### src/rtl/axi_lite_cpu_bridge.sv
// AXI4-Lite slave that turns host register accesses into single-cycle CPU strobes to one of
// NUM_TARGETS register files. One transaction in flight at a time. Reads and writes are
// arbitrated fairly when both are pending, and the target read latency is configurable.
module axi_lite_cpu_bridge #(
  parameter int unsigned DATA_W      = 32,
  parameter int unsigned ADDR_W      = 32,
  parameter int unsigned REGION_BITS = 16,
  parameter int unsigned NUM_TARGETS = 4,
  parameter int unsigned RD_LATENCY  = 1
) (
  input  logic                          clk,
  input  logic                          reset,
  // write address / data / response
  input  logic [ADDR_W-1:0]             awaddr,
  input  logic                          awvalid,
  output logic                          awready,
  input  logic [DATA_W-1:0]             wdata,
  input  logic [DATA_W/8-1:0]           wstrb,
  input  logic                          wvalid,
  output logic                          wready,
  output logic [1:0]                    bresp,
  output logic                          bvalid,
  input  logic                          bready,
  // read address / data
  input  logic [ADDR_W-1:0]             araddr,
  input  logic                          arvalid,
  output logic                          arready,
  output logic [DATA_W-1:0]             rdata,
  output logic [1:0]                    rresp,
  output logic                          rvalid,
  input  logic                          rready,
  // CPU strobe side
  output logic                          cpu_read,
  output logic                          cpu_write,
  output logic [NUM_TARGETS-1:0]        cpu_select,
  output logic [REGION_BITS-1:0]        cpu_address,
  output logic [DATA_W-1:0]             cpu_write_data,
  output logic [DATA_W/8-1:0]           cpu_wstrb,
  input  logic [NUM_TARGETS*DATA_W-1:0] cpu_read_data
);

  localparam int unsigned StrbW = DATA_W / 8;
  localparam int unsigned IdxW  = (NUM_TARGETS > 1) ? $clog2(NUM_TARGETS) : 1;
  // Final RD_WAIT count; unused when RD_LATENCY is zero.
  localparam logic [2:0] CntLast = 3'((RD_LATENCY == 0) ? 0 : RD_LATENCY - 1);

  typedef enum logic [2:0] {
    StIdle,
    StWrAccept,
    StWrResp,
    StRdAccept,
    StRdWait,
    StRdResp
  } state_e;

  state_e                 state_q, state_d;
  logic                   last_wr_q, last_wr_d;  // 1: write won the last conflict
  logic [IdxW-1:0]        idx_q, idx_d;
  logic [REGION_BITS-1:0] addr_q, addr_d;
  logic [DATA_W-1:0]      wdata_q, wdata_d;
  logic [StrbW-1:0]       wstrb_q, wstrb_d;
  logic [DATA_W-1:0]      rdata_q, rdata_d;
  logic [2:0]             cnt_q, cnt_d;

  logic                   wr_pend, rd_pend;
  logic                   mapped;
  logic [DATA_W-1:0]      sel_data;
  logic [NUM_TARGETS-1:0] sel_onehot;
  logic                   unused_addr;

  assign wr_pend = awvalid && wvalid;
  assign rd_pend = arvalid;
  assign mapped  = 32'(idx_q) < NUM_TARGETS;

  // Only the region offset and target index are decoded; the rest of the address is ignored.
  assign unused_addr = ^{awaddr, araddr};

  // Decode the registered index into a one-hot select and the matching read-data slice.
  always_comb begin
    sel_data   = '0;
    sel_onehot = '0;
    for (int unsigned t = 0; t < NUM_TARGETS; t++) begin
      if (32'(idx_q) == t) begin
        sel_data      = cpu_read_data[t*DATA_W +: DATA_W];
        sel_onehot[t] = 1'b1;
      end
    end
  end

  // Next-state logic: arbitration, request capture, read latency counting and data capture.
  always_comb begin
    state_d   = state_q;
    last_wr_d = last_wr_q;
    idx_d     = idx_q;
    addr_d    = addr_q;
    wdata_d   = wdata_q;
    wstrb_d   = wstrb_q;
    rdata_d   = rdata_q;
    cnt_d     = cnt_q;
    unique case (state_q)
      StIdle: begin
        // A conflict goes to whichever side lost the previous conflict.
        if (rd_pend && (!wr_pend || last_wr_q)) begin
          state_d = StRdAccept;
          idx_d   = araddr[REGION_BITS +: IdxW];
          addr_d  = araddr[REGION_BITS-1:0];
          if (wr_pend) last_wr_d = 1'b0;
        end else if (wr_pend) begin
          state_d = StWrAccept;
          idx_d   = awaddr[REGION_BITS +: IdxW];
          addr_d  = awaddr[REGION_BITS-1:0];
          wdata_d = wdata;
          wstrb_d = wstrb;
          if (rd_pend) last_wr_d = 1'b1;
        end
      end
      StWrAccept: state_d = StWrResp;
      StWrResp: begin
        if (bready) state_d = StIdle;
      end
      StRdAccept: begin
        cnt_d = '0;
        if (RD_LATENCY == 0) begin
          rdata_d = sel_data;
          state_d = StRdResp;
        end else begin
          state_d = StRdWait;
        end
      end
      StRdWait: begin
        if (cnt_q == CntLast) begin
          rdata_d = sel_data;
          state_d = StRdResp;
        end else begin
          cnt_d = cnt_q + 3'd1;
        end
      end
      StRdResp: begin
        if (rready) state_d = StIdle;
      end
      default: state_d = StIdle;
    endcase
  end

  // State and captured-request registers; reset also drops any pending response.
  always_ff @(posedge clk) begin
    if (reset) begin
      state_q   <= StIdle;
      last_wr_q <= 1'b1;
      idx_q     <= '0;
      addr_q    <= '0;
      wdata_q   <= '0;
      wstrb_q   <= '0;
      rdata_q   <= '0;
      cnt_q     <= '0;
    end else begin
      state_q   <= state_d;
      last_wr_q <= last_wr_d;
      idx_q     <= idx_d;
      addr_q    <= addr_d;
      wdata_q   <= wdata_d;
      wstrb_q   <= wstrb_d;
      rdata_q   <= rdata_d;
      cnt_q     <= cnt_d;
    end
  end

  // All outputs are decoded from registered state only.
  assign awready        = (state_q == StWrAccept);
  assign wready         = (state_q == StWrAccept);
  assign bvalid         = (state_q == StWrResp);
  assign bresp          = (state_q == StWrResp && !mapped) ? 2'b11 : 2'b00;
  assign arready        = (state_q == StRdAccept);
  assign rvalid         = (state_q == StRdResp);
  assign rresp          = (state_q == StRdResp && !mapped) ? 2'b11 : 2'b00;
  assign rdata          = rdata_q;
  assign cpu_write      = (state_q == StWrAccept) && mapped && (|wstrb_q);
  assign cpu_read       = (state_q == StRdAccept) && mapped;
  assign cpu_select     = (cpu_read || cpu_write) ? sel_onehot : '0;
  assign cpu_address    = addr_q;
  assign cpu_write_data = wdata_q;
  assign cpu_wstrb      = wstrb_q;

endmodule

### config.mk
export PLATFORM = sky130hd
export DESIGN_NAME = axi_lite_cpu_bridge
export DESIGN_NICKNAME = d
export VERILOG_FILES = /design/src/rtl/axi_lite_cpu_bridge.sv
export SDC_FILE = /design/constraint.sdc
export NUM_CORES = 1
export LEC_CHECK = 0
export CAP_MARGIN = 10
export CORE_AREA = 3 3 127 129
export CTS_CLUSTER_SIZE = 20
export DETAILED_ROUTE_END_ITERATION = 10
export DIE_AREA = 0 0 130 132
export GPL_TIMING_DRIVEN = 0
export HOLD_SLACK_MARGIN = 0.06
export PLACE_DENSITY = 0.82
export SLEW_MARGIN = 20
export SYNTH_ARGS = -nofsm -noshare
export SYNTH_HDL_FRONTEND = slang
export SYNTH_SLANG_ARGS = --single-unit
### constraint.sdc
create_clock -name clk -period 4.2 [get_ports clk]
set_input_delay 0.84 -clock clk [delete_from_list [all_inputs] [get_ports clk]]
set_output_delay 0.84 -clock clk [all_outputs]
set_load 0.01 [all_outputs]
-- Word level (Yosys, flattened, before mapping)
Cells that the tools add are included.
Widths: inputs -> output; s select.
- add/subtract/negate cells: 1
- equal/unequal tests: 13
- mux-type cells: 25
- bitwise operators: 1
- reduce and logical (&&, ||, !) cells: 19
- operators by type and width (kind ; number):
    $mux 32 ; 4
    $mux 16 ; 2
    $mux 3 ; 6
    $pmux 3 s6 ; 1
    $mux 1 ; 8
    $eq 3x2->1 const B ; 2
    $eq 3x3->1 const B ; 2
    $logic_not 3->1 ; 2
    $pmux 3 s2 ; 1
    $reduce_and 2->1 ; 3
    $reduce_and 3->1 ; 2
    $reduce_bool 2->1 ; 3
    $eq 2x2->1 const B ; 2
    $mux 2 ; 2
    $mux 4 ; 1
    $ne 2x1->1 const B ; 2
    $ne 2x2->1 const B ; 2
    $reduce_and 4->1 ; 1
    $reduce_or 4->1 ; 1
    $add 3x1->3 const B ; 1
    $eq 3x1->1 const B ; 1
    $logic_and 1x1->1 ; 3
    $ne 3x3->1 const B ; 1
    $eq 2x1->1 const B ; 1
    4 further kinds ; 5
- flip-flop bits (word level): 93
- bits of input ports: 235
- logic and storage cells: 67

-- Longest topological paths before layout
Gate-level depths: netlist (run 1).
- depth after elaboration: 6
- mapped depth: 6
- mapped depth without buffers: 5

-- Worst setup path before layout (run 1)
OpenSTA, ideal clock, no wires.
- path type: register -> output
- start point: reg idx_q[1]
- end point: out cpu_select[2]
- data arrival time: 1130 ps
- data required time: 3360 ps
- setup slack: 2230 ps
- cell stages (with the launch flop): 4
- buffers on the path: 2
- cells stage by stage: dfxtp_1 > buf_2 > clkbuf_1 > nor3b_1
- word-level cells in the longest chain between the ends: 3
- RTL lines (item ; RTL line ; source):
    from (decl) ; 58 ; logic [IdxW-1:0] idx_q, idx_d;
    from (signal assigned) ; 159 ; idx_q <= idx_d;
    $eq 2x2->1 ; 83 ; if (32'(idx_q) == t) begin
    $mux 1 ; 83 ;
    $mux 4 ; 179 ; assign cpu_select = (cpu_read || cpu_write) ? sel_onehot : '0;
    to (decl) ; 35 ; output logic [NUM_TARGETS-1:0] cpu_select,
Every way passes these cells.

-- Worst setup path in the final report (run 1)
- start point: reg wstrb_q[1], in the netlist cpu_wstrb[1]
- end point: out cpu_select[3]
- word-level cells in the longest chain between the ends: 4
- RTL lines (item ; RTL line ; source):
    from (decl) ; 61 ; logic [StrbW-1:0] wstrb_q, wstrb_d;
    from (signal assigned) ; 162 ; wstrb_q <= wstrb_d;
    $reduce_or 4->1 ; 177 ; assign cpu_write = (state_q == StWrAccept) && mapped && (|wstrb_q);
    $logic_and 1x1->1 ; 177 ;
    $logic_or 1x1->1 ; 179 ;
    $mux 4 ; 179 ;
Every way passes these cells.

==> impl_metrics.ini, run 1 <==
[setup_path]
path_delay_family = simple AND/OR/NAND/NOR gates
regToRegEndpoint = rdata[11]
start_kind = register
arrival_ps = 2220
cpMaxStageDelayCell = nor4_1
r2r-start = cnt_q[0]
ff2ff_path_depth = 6
path_class = register to output port
r2r_slack_ps = 2190
crit_start = cpu_wstrb[1]
path_depth = 4
crit_chain = nor4_1 > a21o_1 > and3b_1 > clkdlybuf4s50_1
crit_buf_inv = 1
end_kind = output port
cp_data_required_time_ps = 3360
slowest_delay_ps = 600
path_max_fanout = 4

[synthesis]
synth.area.top_cells = dfxtp_1, mux4_2, nand2b_1, mux2i_1, a22o_1
synth_fa_ha_area_share_pct = 0.523
ys_ff_latch = 93
yosys_warnings = 0
synth_ff_type = dfxtp_1
synthXorXnorAreaFrac_pct = 0
synth_top_cell_by_area = dfxtp_1
yosysMostFrequentCell = dfxtp_1
synthSimpleGateAreaFrac_pct = 16.2
netlist_area_um2 = 4790
synthMuxAreaShare_pct = 22.8
yosysTopAreaCellShare_pct = 38.9
syn_area_per_cell_um2 = 10.7
synth_enable_flop_cells = 0
synth_cell_types = 35
synth_compound_area_share_pct = 14.9
yosysSeqAreaShare_pct = 38.9
synth_top_family_by_area = multiplexers
ys_top_cells_by_count = dfxtp_1, nand2b_1, mux2i_1
synthArstFlopShare_pct = 0
syn_inst = 447

[sta]
finalCriticalPeriod_ps = 3060
setup_violations = 0
fin_ws_ps = 1140
rsz0062_at_grt = false
min_period_over_period_pct = 72.9
fin_setup_tns_ps = 0
finClkSkew_ps = 8.12
tightest_slew_ps = 644
slew-limit-headroom_pct = 56.7
finalHoldViolCount = 0
max_freq_ghz = 0.327
slew_violations = 0

[global_routing]
grt_usage_pct = 19.2
top_usage_layer = met2
grtUsageMet3_pct = 5.59
grt_pass1_vias = 4897
use_met2_pct = 34.3
antenna_found_initial = 0
grt_max_degree = 17
grt_first_pass_wirelength_um = 25700
use_met1_pct = 21.1
grt.overflow.total = 0

[route]
wl_um = 17100
num_vias = 4741
drt_iter0_markers = 254
avgRoutedWirePerCell_um = 18.0
antenna_left = 0
drc = 0
dr.pass1.iters = 4
via_per_inst = 4.97

[layout]
drive_gt1_share_pct = 10.6
areaGrowthSynthToFinish_pct = 73.7
fillers = 1299
fin_nets = 998
antennaDiodeCount = 0

[die]
coreArea_um2 = 15100
rows = 45
die_area_um2 = 17200
io_pins = 334
die_height_um = 132
die_w_um = 130
start_util_pct = 31.6

[placed_design]
routabilityCongestion = 0.802
dpl.hpwl_um = 13900
pre_cts_slack_ps = 1430
numPortBuffers = 300

[run_status]
status = complete, no violations

[power]
power.density_nw_per_um2 = 289
p_leak_nw = 2.95
total_power_w = 0.00240
peakVddDrop_mv = 0.236

[clocking]
clock_path_buffers = 2
cts_tree = built
clk_latency_ps = 340
cts_max_level = 3
hold_buffers = 0
cts_resized = 0
cts_setup_buffers = 0
cts.reportedPaths.clkPinSlew_ps = 70
ctsRootBufferMaster = clkbuf_16
numCtsBuffers = 9
cts_sinks = 93

[worst_hold_path]
hold_path.class = register to register
worstHoldStart = cpu_write_data[8]
min_path_cells = 2
min_to = cpu_write_data[8]

[job]
drv_cap = 0
==> area by class of cell <==
class | count | area (um^2) | share of cell area, %
plain buffers | 50 | 294 | 3.54
clock buffers | 9 | 225 | 2.71
clock inverters | 7 | 51.3 | 0.617
inverters | 6 | 22.5 | 0.271
multi-input cells | 301 | 2620 | 31.5
flip-flops and latches | 93 | 1860 | 22.4
well taps | 188 | 235 | 2.83
repair buffers | 300 | 3000 | 36.1
==> cell families after synthesis <==
group                      count (synthesis)
AOI/OAI and AO/OA                        101
adders and majority gates                  2
other                                      1
and+or+nand+nor                          125
muxes                                     69
DFF                                       93
buffers and inverters                     56
==> cell usage in the layout (no fill, tap or decap), types with 3 or more instances in the layout <==
cell type,count
buf_6,7
o21ai_0,20
clkbuf_16,9
mux4_2,32
nand3b_1,3
a311oi_1,18
nor2_1,3
nor2b_1,3
a22o_1,32
nand3_1,21
nand2b_1,75
a21oi_1,25
nor3_1,4
buf_4,10
clkinvlp_4,5
buf_2,13
dfxtp_1,93
nor3b_1,3
mux2i_1,37
conb_1,4
clkbuf_1,20
clkdlybuf4s50_1,300
inv_1,6
==> power by group <==
group          total (W)  switching [W]  leakage [nW]  internal, W
clock network   0.000773       0.000371         0.120     0.000402
logic           0.000678       0.000258          2.07     0.000420
registers       0.000953      0.0000246         0.756     0.000928
==> worst min-delay path, delay by kind of cell (launching register included) <==
kind | cells | cell delay (ps)
and+or+nand+nor | 1 | 60
muxes | 1 | 50
DFF | 1 | 310
==> layer usage <==
layer  share of wire [%]  up-vias
met5                   0        -
met4                 2.8        0
met3                 8.6       31
met2                  51      213
met1                  38     2216
li1                    -     2281
==> how the worst max path moves through the flow <==
stage,to,slack [ps]
after floorplan,cpu_select[2],2230
after global placement,cpu_select[3],1430
after detailed placement,cpu_select[3],1430
after CTS,cpu_select[3],1030
after global routing,cpu_select[3],990
final,cpu_select[3],1140
==> flip-flops by register name, summed over array words and instances (netlist names) <==
name            flops
cnt_q               3
rdata              32
idx_q               2
state_q             3
cpu_address        16
last_wr_q           1
cpu_wstrb           4
cpu_write_data     32
==> metrics by stage <==
stage	cells	hold slack, ps	util, %	instance area (um^2)
finish	954	474	54.9	8310
global route	954	490	54.9	8310
CTS	954	478	54.9	8310
detailed placement	938	463	53.1	8040
global placement	938	456	53.1	8040
floorplan	450	465	-	4800
(Power assumes the default switching activity.)
==> run 2: changes to the inputs <==
Clock period 4.2 ns to 3.05 ns, I/O delays scaled along.
==> results of run 2 <==
The final DEF is identical to that of run 1. Status: complete, no violations.
Main changes from that run: setup slack after placement 1430 ps -> 514 ps; setup slack after layout 1140 ps -> 219 ps; register-to-register setup slack 2190 ps -> 1040 ps; total power 0.00240 W -> 0.00331 W; worst IR drop on VDD 0.236 mV -> 0.325 mV
